## src/rtl/adders_pkg.sv

```systemverilog
// Shared definitions for the nibble-sliced arithmetic blocks.
//   NIB     : slice width in bits processed per clock
//   state_t : sequencing FSM encoding (IDLE, RUN, DONE)
package adders_pkg;

   localparam int NIB = 4;

   typedef enum logic [1:0] {
      IDLE = 2'd0,
      RUN  = 2'd1,
      DONE = 2'd2
   } state_t;

endpackage

```

## src/rtl/four_bit_subtractor.sv

```systemverilog
// Combinational 4-bit subtract slice: {bo, d} = {0,a} - {0,b} - bi.
// Ports:
//   a  : minuend nibble
//   b  : subtrahend nibble
//   bi : borrow in
//   d  : difference nibble
//   bo : borrow out (set when a < b + bi)
module four_bit_subtractor
   import adders_pkg::*;
(
   input  logic [NIB-1:0] a,
   input  logic [NIB-1:0] b,
   input  logic           bi,
   output logic [NIB-1:0] d,
   output logic           bo
);

   logic [NIB:0] res;

   // The extra top bit of the widened subtraction is exactly the borrow.
   assign res = {1'b0, a} - {1'b0, b} - {{NIB{1'b0}}, bi};
   assign d   = res[NIB-1:0];
   assign bo  = res[NIB];

endmodule

```

## src/rtl/nibble_serial_subtractor.sv

```systemverilog
// Multi-cycle WIDTH-bit subtractor D = A - B - bin, one nibble per clock,
// least-significant nibble first, with a registered borrow between nibbles.
// Ports:
//   clk   : rising-edge clock
//   rst   : asynchronous active-high reset
//   start : request, sampled only when busy=0
//   A, B  : minuend / subtrahend, captured on accepted start
//   bin   : borrow in, captured on accepted start
//   busy  : high while nibbles are being processed
//   done  : one-cycle pulse; D/bout/ovf valid from this cycle onward
//   D     : (A - B - bin) mod 2^WIDTH
//   bout  : unsigned borrow out
//   ovf   : signed overflow
module nibble_serial_subtractor
   import adders_pkg::*;
#(
   parameter int WIDTH = 8
) (
   input  logic             clk,
   input  logic             rst,
   input  logic             start,
   input  logic [WIDTH-1:0] A,
   input  logic [WIDTH-1:0] B,
   input  logic             bin,
   output logic             busy,
   output logic             done,
   output logic [WIDTH-1:0] D,
   output logic             bout,
   output logic             ovf
);

   localparam int N  = WIDTH / NIB;
   localparam int CW = $clog2(N) + 1;

   state_t           state_reg, state_next;
   logic [WIDTH-1:0] a_reg, b_reg, d_reg, d_next;
   logic [CW-1:0]    cnt_reg;
   logic             borrow_reg, bout_reg, ovf_reg;
   logic [NIB-1:0]   nib_d;
   logic             nib_bo;
   logic             accept, last_step;

   // Operands are shifted right each step, so the active nibble is always the low one.
   four_bit_subtractor u_slice (
      .a  (a_reg[NIB-1:0]),
      .b  (b_reg[NIB-1:0]),
      .bi (borrow_reg),
      .d  (nib_d),
      .bo (nib_bo)
   );

   // start is ignored only while RUN; DONE accepts it for back-to-back runs.
   assign accept    = start && (state_reg != RUN);
   assign last_step = (cnt_reg == CW'(N - 1));

   always_comb begin
      state_next = state_reg;
      case (state_reg)
         IDLE:    if (start) state_next = RUN;
         RUN:     if (last_step) state_next = DONE;
         DONE:    state_next = start ? RUN : IDLE;
         default: state_next = IDLE;
      endcase
   end

   // Result fills from the top: after N steps the first nibble has reached bit 0.
   always_comb begin
      d_next                = d_reg >> NIB;
      d_next[WIDTH-1 -: NIB] = nib_d;
   end

   always_ff @(posedge clk or posedge rst) begin
      if (rst) begin
         state_reg <= IDLE;
      end else begin
         state_reg <= state_next;
      end
   end

   always_ff @(posedge clk or posedge rst) begin
      if (rst) begin
         a_reg      <= '0;
         b_reg      <= '0;
         d_reg      <= '0;
         cnt_reg    <= '0;
         borrow_reg <= 1'b0;
         bout_reg   <= 1'b0;
         ovf_reg    <= 1'b0;
      end else if (accept) begin
         a_reg      <= A;
         b_reg      <= B;
         borrow_reg <= bin;
         cnt_reg    <= '0;
         d_reg      <= '0;
         bout_reg   <= 1'b0;
         ovf_reg    <= 1'b0;
      end else if (state_reg == RUN) begin
         a_reg      <= a_reg >> NIB;
         b_reg      <= b_reg >> NIB;
         d_reg      <= d_next;
         borrow_reg <= nib_bo;
         cnt_reg    <= cnt_reg + CW'(1);
         if (last_step) begin
            bout_reg <= nib_bo;
            // Borrow into the MSB is recovered from the sum bit: d3 = a3 ^ b3 ^ borrow_in3.
            ovf_reg  <= (a_reg[NIB-1] ^ b_reg[NIB-1] ^ nib_d[NIB-1]) ^ nib_bo;
         end
      end
   end

   assign busy = (state_reg == RUN);
   assign done = (state_reg == DONE);
   assign D    = d_reg;
   assign bout = bout_reg;
   assign ovf  = ovf_reg;

endmodule

```

## config.mk

```make
export PLATFORM = sky130hd
export DESIGN_NAME = nibble_serial_subtractor
export DESIGN_NICKNAME = d
export VERILOG_FILES = /design/src/rtl/adders_pkg.sv /design/src/rtl/four_bit_subtractor.sv /design/src/rtl/nibble_serial_subtractor.sv
export SDC_FILE = /design/constraint.sdc
export NUM_CORES = 1
export LEC_CHECK = 0
export ABC_AREA = 1
export CAP_MARGIN = 5
export CORE_UTILIZATION = 50
export DETAILED_ROUTE_END_ITERATION = 8
export GPL_ROUTABILITY_DRIVEN = 0
export PLACE_DENSITY = 0.78
export SYNTH_ARGS = -nofsm -noshare
export SYNTH_HDL_FRONTEND = slang
export SYNTH_SLANG_ARGS = --single-unit
```

## constraint.sdc

```tcl
create_clock -name clk -period 4.1 [get_ports clk]
set_input_delay 1.025 -clock clk [delete_from_list [all_inputs] [get_ports clk]]
set_output_delay 1.025 -clock clk [all_outputs]
set_load 0.02 [all_outputs]
```

==> impl_results.md <==
* Slew Limit Fails at 0
* Final worst path period share at roughly three quarters
* CTS max path bufs at 2
* Final WL at approximately 3 mm
* Total Power at between 1.5 and 2 mW
* Post-route cell area at 0.00190 mm2
* Vias in the first global route at 1152
* Hold Crit Class: register to register
* Grt ovf at 0
* Crit path DAT at around 2.1 ns
* # port buffers at 31
* # fillers at ~240
* DRT antenna net count at 0
* Seq/Total Area, Yosys at 50.7%
* Maxcap violations at 0
* Violated checks: design-rule violations
* Syn Area/Cell at a little over 9 um2
* Min Clock Period, post-route at a little over 3 ns
* Clock sinks at 31
* Die area at around 0.0033 mm2
* Core Area at around 0.0028 mm2
* RSZ-0062 raised after global routing: no
* Cell Area, Synth at around 0.0015 mm2
* Die height at ~57 um
* Drt first pass iters at 6
* Crit path capture type: output port
* Area growth syn-to-layout at 24.3%
* RR Endpoint: ovf$_DFFE_PP0P_
* Post-Synthesis Cells at 165
* F_max at between 300 and 400 MHz
* Worst r2r path cells at 9
* Slew @ Worst Pin at roughly 0.84 ns
* Req. time, crit path at 3.07 ns
* # Post-CTS Setup Buffers at 0
* Number of remaining DRC errors at 2
* Initial antenna violation count at 0
* Setup TNS at 0 ns
* GRT Total Usage at 20.4%
* Setup WS pre-CTS at roughly 1.3 ns
* Largest net degree at the start of global routing at 32
* Initial Util at around 54%
* Library cells used by synthesis at 23
* Layout cell share with drive strength beyond 1 at 6.57%
* FF+latch count, synth at 31
* Clk pin slew, worst setup/hold paths at approximately 0.090 ns
* Relative slew slack at 43.9%
* Power per cell area at 796 mW/mm2
* Post-CTS Hold Buffers at 0
* Util after Layout at between 60 and 70%
* Status: finished with violations
* Die X at 57.3 um
* Routed WL per cell at approximately 13 um
* Hold path start: D[3]$_DFFE_PP0P_
* # setup viols final at 0
* CTS resizes at 0
* Diode count at 0
* Crit path kind: register to output port
* Synth warnings at 0
* Vias at 1214
* Peak VDD IR at ~0.33 mV
* First-pass GRT wire length at 4.96 mm
* Commonest non-fill, non-tap cell in the layout: nand2_1
* Max Fanout on Critical Path at 20
* Most frequent cells in the layout: nand2_1, inv_1, dfrtp_1, clkdlybuf4s50_1, nand3_1
* Worst r2r src: a_reg[0]$_DFFE_PP0P_
* Routed vias/inst at 5.30
* Post-DP Area at 0.00183 mm2
* CTS tree: yes
* 1st-iter DRT viols at 38
* Rows at 19
* H-Tree Depth at 2
* P_leak at roughly 0.93 nW
* DP HPWL at ~2.2 mm
* Worst Clk Skew at between 0.006 and 0.007 ns
* Setup ws final at a little under 1 ns
* Critical Path Start Type: register
* Worst Hold End: D[3]$_DFFE_PP0P_
* Hold Path Cell Cnt at 2
* Layout net count at around 230
* Syn_nets at approximately 190
* CTS Buf Count at 5
* R2R setup slack at 2.07 ns
* I/O pins at 32
* Hold Fails Final Rpt at 0
* Clock root buffer: clkbuf_4
* Worst-skew pair later-pin latency at between 0.3 and 0.4 ns
## stage by stage
stage,cells,hold WS (ns)
after floorplan,165,0.450
after global placement,222,0.464
after detailed placement,222,0.473
after CTS,228,0.494
after global routing,229,0.524
final,229,0.490
## power by group
part	internal, mW	total (mW)	switching (mW)
combinational	0.342	0.872	0.530
clock	0.0608	0.155	0.0942
sequential	0.431	0.487	0.0560
total	0.833	1.51	0.680
## cell usage after synthesis
master    number  area [um2]
dfrtp_1       31         776
fa_1           2        40.0
inv_1         33         124
xor2_1         1        8.76
nor2_4         1        11.3
ha_1           7        87.6
o21ai_0        8        40.0
o21ai_1        7        35.0
a31o_2         1        8.76
inv_2          1        3.75
buf_6          3        33.8
buf_4          1        7.51
inv_8          1        11.3
o211ai_1       3        22.5
nand2_4        2        22.5
nand2_1       37         139
nor2_1         2        7.51
nor2_2         1        6.26
nand3_1        9        45.0
o22ai_1        5        31.3
a21oi_1        2        10.0
buf_2          1        5.00
o221ai_1       6        52.6
## how the worst max path moves through the flow
stage | start | end | slack, ns
floorplan | a_reg[0]$_DFFE_PP0P_ | ovf$_DFFE_PP0P_ | 2.29
global placement | state_reg[1]$_DFFE_PP0P_ | busy | 1.40
detailed placement | state_reg[1]$_DFFE_PP0P_ | busy | 1.31
CTS | state_reg[1]$_DFFE_PP0P_ | busy | 0.94
global route | state_reg[1]$_DFFE_PP0P_ | busy | 0.86
finish | state_reg[1]$_DFFE_PP0P_ | busy | 0.98
## routing by layer
layer,vias to the layer above,GRT usage [%],wire (um)
met5,-,0,0
met4,0,9.41,49
met3,7,4.99,176
met2,46,35.3,1470
met1,565,23.8,1260
li1,596,-,-
## worst max-delay path, stage by stage (launching register included)
cell and delay [ns]:
dfrtp_1 0.38, inv_1 0.07, nand2_1 0.47, inv_8 0.22, clkdlybuf4s50_1 0.62
## area by class of cell
type	instances	area (um2)	area share, %
inverter	35	139	7.31
sequential	31	776	40.8
timing repair buffer	32	338	17.8
multi-input combinational	94	568	29.9
clock buffer	6	41.3	2.17
tap	31	38.8	2.04
## cells by family (layout without fill, tap and decap cells)
family	Yosys count	in the layout	synth area share (%)
adder cells (fa/ha/maj)	9	9	8.35
AO/OA/AOI/OAI	32	32	13.1
XOR/XNOR	1	1	0.573
AND/OR/NAND/NOR	52	52	15.1
flip-flops	31	31	50.7
buffers and inverters	40	73	12.1
Power figures use the tool's default switching activity.
